$ cat config.mk
export PLATFORM = sky130hd
export DESIGN_NAME = lamp_fade_pwm_flat
export DESIGN_NICKNAME = d
export VERILOG_FILES = /design/src/rtl/lamp_pkg.sv /design/src/rtl/lamp_fade_pwm_if.sv /design/src/rtl/pwm_period_cnt.sv /design/src/rtl/lamp_fade_pwm.sv /design/src/flat_wrapper.sv
export SDC_FILE = /design/constraint.sdc
export NUM_CORES = 1
export LEC_CHECK = 0
export BUFFER_PORTS_ARGS = -buffer_cell sky130_fd_sc_hd__buf_2
export CORE_ASPECT_RATIO = 1.2
export CORE_MARGIN = 3
export CORE_UTILIZATION = 56
export DETAILED_ROUTE_END_ITERATION = 7
export PLACE_DENSITY = 0.86
export SYNTH_ARGS = -nofsm -noshare
export SYNTH_HDL_FRONTEND = slang
export SYNTH_HIERARCHICAL = 1
export SYNTH_SLANG_ARGS = --single-unit
$ cat constraint.sdc
create_clock -name clk -period 7.03 [get_ports clk]
set_clock_uncertainty 0.1 [all_clocks]
set_input_delay 0.3515 -clock clk [delete_from_list [all_inputs] [get_ports clk]]
set_output_delay 0.3515 -clock clk [all_outputs]
set_load 0.005 [all_outputs]
$ cat src/rtl/lamp_pkg.sv
// Shared definitions for the lamp shell channels: state encoding, default
// PWM timing and the duty word width.
package lamp_pkg;

    localparam int DUTY_W     = 16;
    localparam int PERIOD_DEF = 50_000;
    localparam int STEP_DEF   = 500;

    typedef enum logic [1:0] {
        OFF  = 2'd0,
        RISE = 2'd1,
        HOLD = 2'd2,
        FALL = 2'd3
    } lamp_state_t;

    function automatic logic [DUTY_W-1:0] clamp_duty(input logic [DUTY_W-1:0] duty,
                                                     input logic [DUTY_W-1:0] limit);
        return (duty > limit) ? limit : duty;
    endfunction

endpackage

$ cat src/rtl/lamp_fade_pwm_if.sv
// Request/status bundle between a lamp controller and one fade PWM channel.
interface lamp_fade_pwm_if;
    import lamp_pkg::*;

    logic              en;
    logic [DUTY_W-1:0] duty_max;
    logic              pwm;
    logic [DUTY_W-1:0] level;
    lamp_state_t       state;
    logic              done;

    modport master (output en, output duty_max,
                    input pwm, input level, input state, input done);
    modport slave  (input en, input duty_max,
                    output pwm, output level, output state, output done);

endinterface

$ cat src/rtl/pwm_period_cnt.sv
// Wrapping PWM period counter with a strobe on the last cycle of each period.
module pwm_period_cnt
    import lamp_pkg::*;
#(
    parameter int PERIOD = PERIOD_DEF
) (
    input  logic              clk,
    input  logic              rst,
    output logic [DUTY_W-1:0] cnt,
    output logic              boundary
);

    localparam logic [DUTY_W-1:0] LAST = DUTY_W'(PERIOD - 1);

    assign boundary = (cnt == LAST);

    always_ff @(posedge clk) begin
        if (rst) begin
            cnt <= '0;
        end else if (boundary) begin
            cnt <= '0;
        end else begin
            cnt <= cnt + DUTY_W'(1);
        end
    end

endmodule

$ cat src/rtl/lamp_fade_pwm.sv
// Soft-fade PWM channel: level ramps by STEP once per period toward the
// requested target, so duty only ever changes on a period boundary.
module lamp_fade_pwm
    import lamp_pkg::*;
#(
    parameter int PERIOD = PERIOD_DEF,
    parameter int STEP   = STEP_DEF
) (
    input  logic            clk,
    input  logic            rst,
    lamp_fade_pwm_if.slave  bus
);

    localparam logic [DUTY_W-1:0] PERIOD_V = DUTY_W'(PERIOD);
    localparam logic [DUTY_W-1:0] STEP_V   = DUTY_W'(STEP);

    logic [DUTY_W-1:0] cnt;
    logic              boundary;
    logic [DUTY_W-1:0] tgt;
    logic [DUTY_W:0]   rise_sum;
    logic [DUTY_W-1:0] level, level_nxt;
    lamp_state_t       state, state_nxt;
    logic              done, done_nxt;
    logic              pwm;

    pwm_period_cnt #(.PERIOD(PERIOD)) u_cnt (
        .clk      (clk),
        .rst      (rst),
        .cnt      (cnt),
        .boundary (boundary)
    );

    assign tgt      = bus.en ? clamp_duty(bus.duty_max, PERIOD_V) : '0;
    assign rise_sum = {1'b0, level} + {1'b0, STEP_V};

    always_ff @(posedge clk) begin
        if (rst) begin
            state <= OFF;
        end else begin
            state <= state_nxt;
        end
    end

    // Inputs are only looked at on the boundary cycle; state follows the new level.
    always_comb begin
        level_nxt = level;
        state_nxt = state;
        done_nxt  = 1'b0;
        if (boundary) begin
            if (level < tgt) begin
                level_nxt = (rise_sum > {1'b0, tgt}) ? tgt : rise_sum[DUTY_W-1:0];
            end else if (level > tgt) begin
                level_nxt = ((level - tgt) > STEP_V) ? (level - STEP_V) : tgt;
            end
            if (level_nxt == tgt) begin
                state_nxt = (tgt == '0) ? OFF : HOLD;
            end else if (level_nxt < tgt) begin
                state_nxt = RISE;
            end else begin
                state_nxt = FALL;
            end
            done_nxt = (level_nxt != level) && (level_nxt == tgt);
        end
    end

    always_ff @(posedge clk) begin
        if (rst) begin
            level <= '0;
            done  <= 1'b0;
            pwm   <= 1'b0;
        end else begin
            level <= level_nxt;
            done  <= done_nxt;
            pwm   <= (cnt < level);
        end
    end

    assign bus.level = level;
    assign bus.state = state;
    assign bus.done  = done;
    assign bus.pwm   = pwm;

endmodule

$ cat src/flat_wrapper.sv
// flat-port wrapper written by rule: the top's interface ports become plain ports
module lamp_fade_pwm_flat import lamp_pkg::*;
#(
    parameter int PERIOD = PERIOD_DEF,
    parameter int STEP   = STEP_DEF
)
  (clk, rst, bus_en, bus_duty_max, bus_pwm, bus_level, bus_state, bus_done);
  lamp_fade_pwm_if bus_i ();
  input  logic clk;
  input  logic rst;
  input wire logic [$bits(bus_i.en)-1:0] bus_en;
  input wire logic [$bits(bus_i.duty_max)-1:0] bus_duty_max;
  output wire logic [$bits(bus_i.pwm)-1:0] bus_pwm;
  output wire logic [$bits(bus_i.level)-1:0] bus_level;
  output wire logic [$bits(bus_i.state)-1:0] bus_state;
  output wire logic [$bits(bus_i.done)-1:0] bus_done;
  assign bus_i.en = bus_en;
  assign bus_i.duty_max = bus_duty_max;
  assign bus_pwm = bus_i.pwm;
  assign bus_level = bus_i.level;
  assign bus_state = bus_i.state;
  assign bus_done = bus_i.done;
  lamp_fade_pwm #(.PERIOD(PERIOD), .STEP(STEP)) u_core (.clk(clk), .rst(rst), .bus(bus_i));
endmodule
==> run metrics <==
Post-synth EDFFs=0; most common cell in the synthesized netlist=nor2_1; Initial Util=0.578; min Tclk post-route=6.77 ns; GP Congestion=1.11; Crit path required time=7.09 ns; Flop pwr share=0.368; NumNets Final=838; Post-Syn Area=5250 um2; Gate Count Post-Synth=715; pwr/cell area=98.8 nW/um2; layout cells sized above 1=0.118; cts hold-fix bufs=0; CTS buffer count=5; Worst Hold Class=register to register; status=completed; core area=9080 um2; DR vias/cell=7.05; Die ar.=10,600 um2; Placed Cells incl. Taps=866; critical path's slowest cell=a2111oi_0; vias in the first global route=5,899; worst skew pair latency=0.30 ns; synth warn=6; FP Rows=38; drt drc=0; final std cells w/o fill=874; final clock period utilization by the worst path=0.963; post_cts resized=0; HPWL after detailed placement=15.4 mm; Synth top cells by count=71 x nor2_1, 65 x ha_1, 63 x nand2_1; initial drt markers=785; NetSw=203 uW; internal cell power=362 uW; Worst setup EP type=register; First-pass DRT Iterations=5; Final Hold Fails=0; Startpoint Class=input port; Clock Power Share=0.278; setup slack after layout=0.259 ns; clock-pin slew on the worst setup and hold paths=0.08 ns; ys async rst share=0; CTS sink count=36; Slew Limit Fails=0; final setup vio count=0; number of cells on the worst reg-to-reg path=22; Area growth syn-to-layout=9.04%; Sw Ratio=0.359; worst hold path stage count=1; Setup TNS=0 ns; Die Width=94.4 um; CP arrival=6.83 ns; CTS tree=built; first-pass GRT wire length=31.6 mm; largest net degree at the start of global routing=34; Worst VDD drop=0.165 mV; post-route ant nets=0; Mean Syn Cell Area=7.34 um2; number of antenna diodes=0; Worst-Margin Slew=0.714 ns; Worst Path Max Fanout=11; final WL=20.4 mm; grt total ovfl=0; ranking of synthesized cells by area=ha_1 15%, dfxtp_1 14%, xnor2_1 6.7%; DR vias=6,166; sequential element share of the synthesized area=0.137; CP Class=input port to register; IO buf count=38; per-cell routed wire length=23.4 um; Clock Root Buffer=clkbuf_8; synthesis-stage register bit count=36; fmax=0.148 GHz; H-tree Lvls=2; static leakage power=2.35 nW; Synth cell types=80; Post-CTS Setup Inserts=0; IO Count=39; initial antenna violation count=0; CP most frequent cell=o21a_1; Slew HR=0.524; Logic pwr share=0.354; Mapped Nets=800; RSZ-0062 raised after global routing=no; die height=112 um; Most used DFF post-synth=dfxtp_1; Tot GR Track Use=0.385; Max Cap Viol=0; Synth top area share=0.155; pre-CTS setup slack=0.142 ns; CP peak stage delay=0.49 ns; CTS Buffer Depth=2; dominant cell type by area after synthesis=ha_1
[cell families (layout without fill, tap and decap cells)]
family,after synthesis,count (layout),synth area share
AND/OR/NAND/NOR,273,273,0.264
multiplexers,12,12,0.0236
XOR/XNOR,43,43,0.0718
adder cells (fa/ha/maj),66,66,0.159
flip-flops,36,36,0.137
AO/OA/AOI/OAI,219,219,0.289
buffers and inverters,66,105,0.0548
[layer usage]
metal,GRT usage,part of all wire
met2,0.633,0.46
met5,0,0
met3,0.0603,0.099
met1,0.475,0.38
met4,0.217,0.056
[power by group through the flow]
stage | combinational (mW) | clock (mW) | sequential (mW)
after floorplan | 0.130 | 0 | 0.212
after CTS | 0.190 | 0.159 | 0.208
after global placement | 0.185 | 0 | 0.213
final | 0.200 | 0.157 | 0.208
after global routing | 0.215 | 0.167 | 0.208
after detailed placement | 0.189 | 0 | 0.213
[layout make-up]
| class | instances | area (um2) |
|---|---|---|
| multi-input cells | 613 | 4250 |
| fillers | 814 | 3360 |
| flip-flops and latches | 36 | 721 |
| repair buffers | 63 | 378 |
| well taps | 120 | 150 |
| inverters | 34 | 128 |
| clock buffers | 7 | 86.3 |
| clock inverters | 1 | 7.51 |
[worst max-delay path, delay by kind of cell]
family          cells  cell delay [ns]
simple gates        6             1.44
fa+ha+maj           2             0.68
buf+inv             3             0.49
compound gates     17             3.62
mux                 1             0.25
[layout by cell type (no fill, tap or decap), types with 8 or more instances in the layout]
master     n
o21ai_0   33
or3_1      9
and2_1     8
nand4_1   15
nand2_1   63
ha_1      65
nand3_1   28
nor4_1    12
mux2i_1    9
xnor2_1   40
nor2_1    71
nor3_1    21
a21oi_1   46
a21o_1    21
a31oi_1    8
dfxtp_1   36
inv_1     30
o211ai_1  11
buf_2     38
o21a_1    10
buf_4     25
a211oi_1  11
[flip-flops by register name, indices dropped and copies added (netlist names)]
register,count
u_core/bus.level,16
u_core/u_cnt/cnt,16
u_core/bus.state,2
u_core/bus.done,1
u_core/bus.pwm,1
[worst paths after layout]
path,start,endpoint,slack [ns]
setup / recovery,bus_duty_max[0],u_core/bus.state[1]$_SDFFE_PP0P_,0.26
hold / removal,u_core/u_cnt/cnt[0]$_SDFF_PP0_,u_core/u_cnt/cnt[0]$_SDFF_PP0_,0.39
setup reg to reg,u_core/bus.level[3]$_SDFFE_PP0P_,u_core/bus.state[1]$_SDFFE_PP0P_,0.39
hold reg to reg,u_core/u_cnt/cnt[0]$_SDFF_PP0_,u_core/u_cnt/cnt[0]$_SDFF_PP0_,0.39
[stage by stage]
| step | hold slack [ns] | total power, mW | util | instance area [um2] |
|---|---|---|---|---|
| 2_1_floorplan | 0.324 | 0.342 | - | 5250 |
| 3_3_place_gp | 0.360 | 0.398 | 0.618 | 5620 |
| 3_5_place_dp | 0.373 | 0.401 | 0.618 | 5620 |
| 4_1_cts | 0.379 | 0.558 | 0.629 | 5710 |
| 5_1_grt | 0.422 | 0.591 | 0.630 | 5720 |
| 6_report | 0.386 | 0.566 | 0.630 | 5720 |
Note: power is estimated with default switching activity, not from simulation.
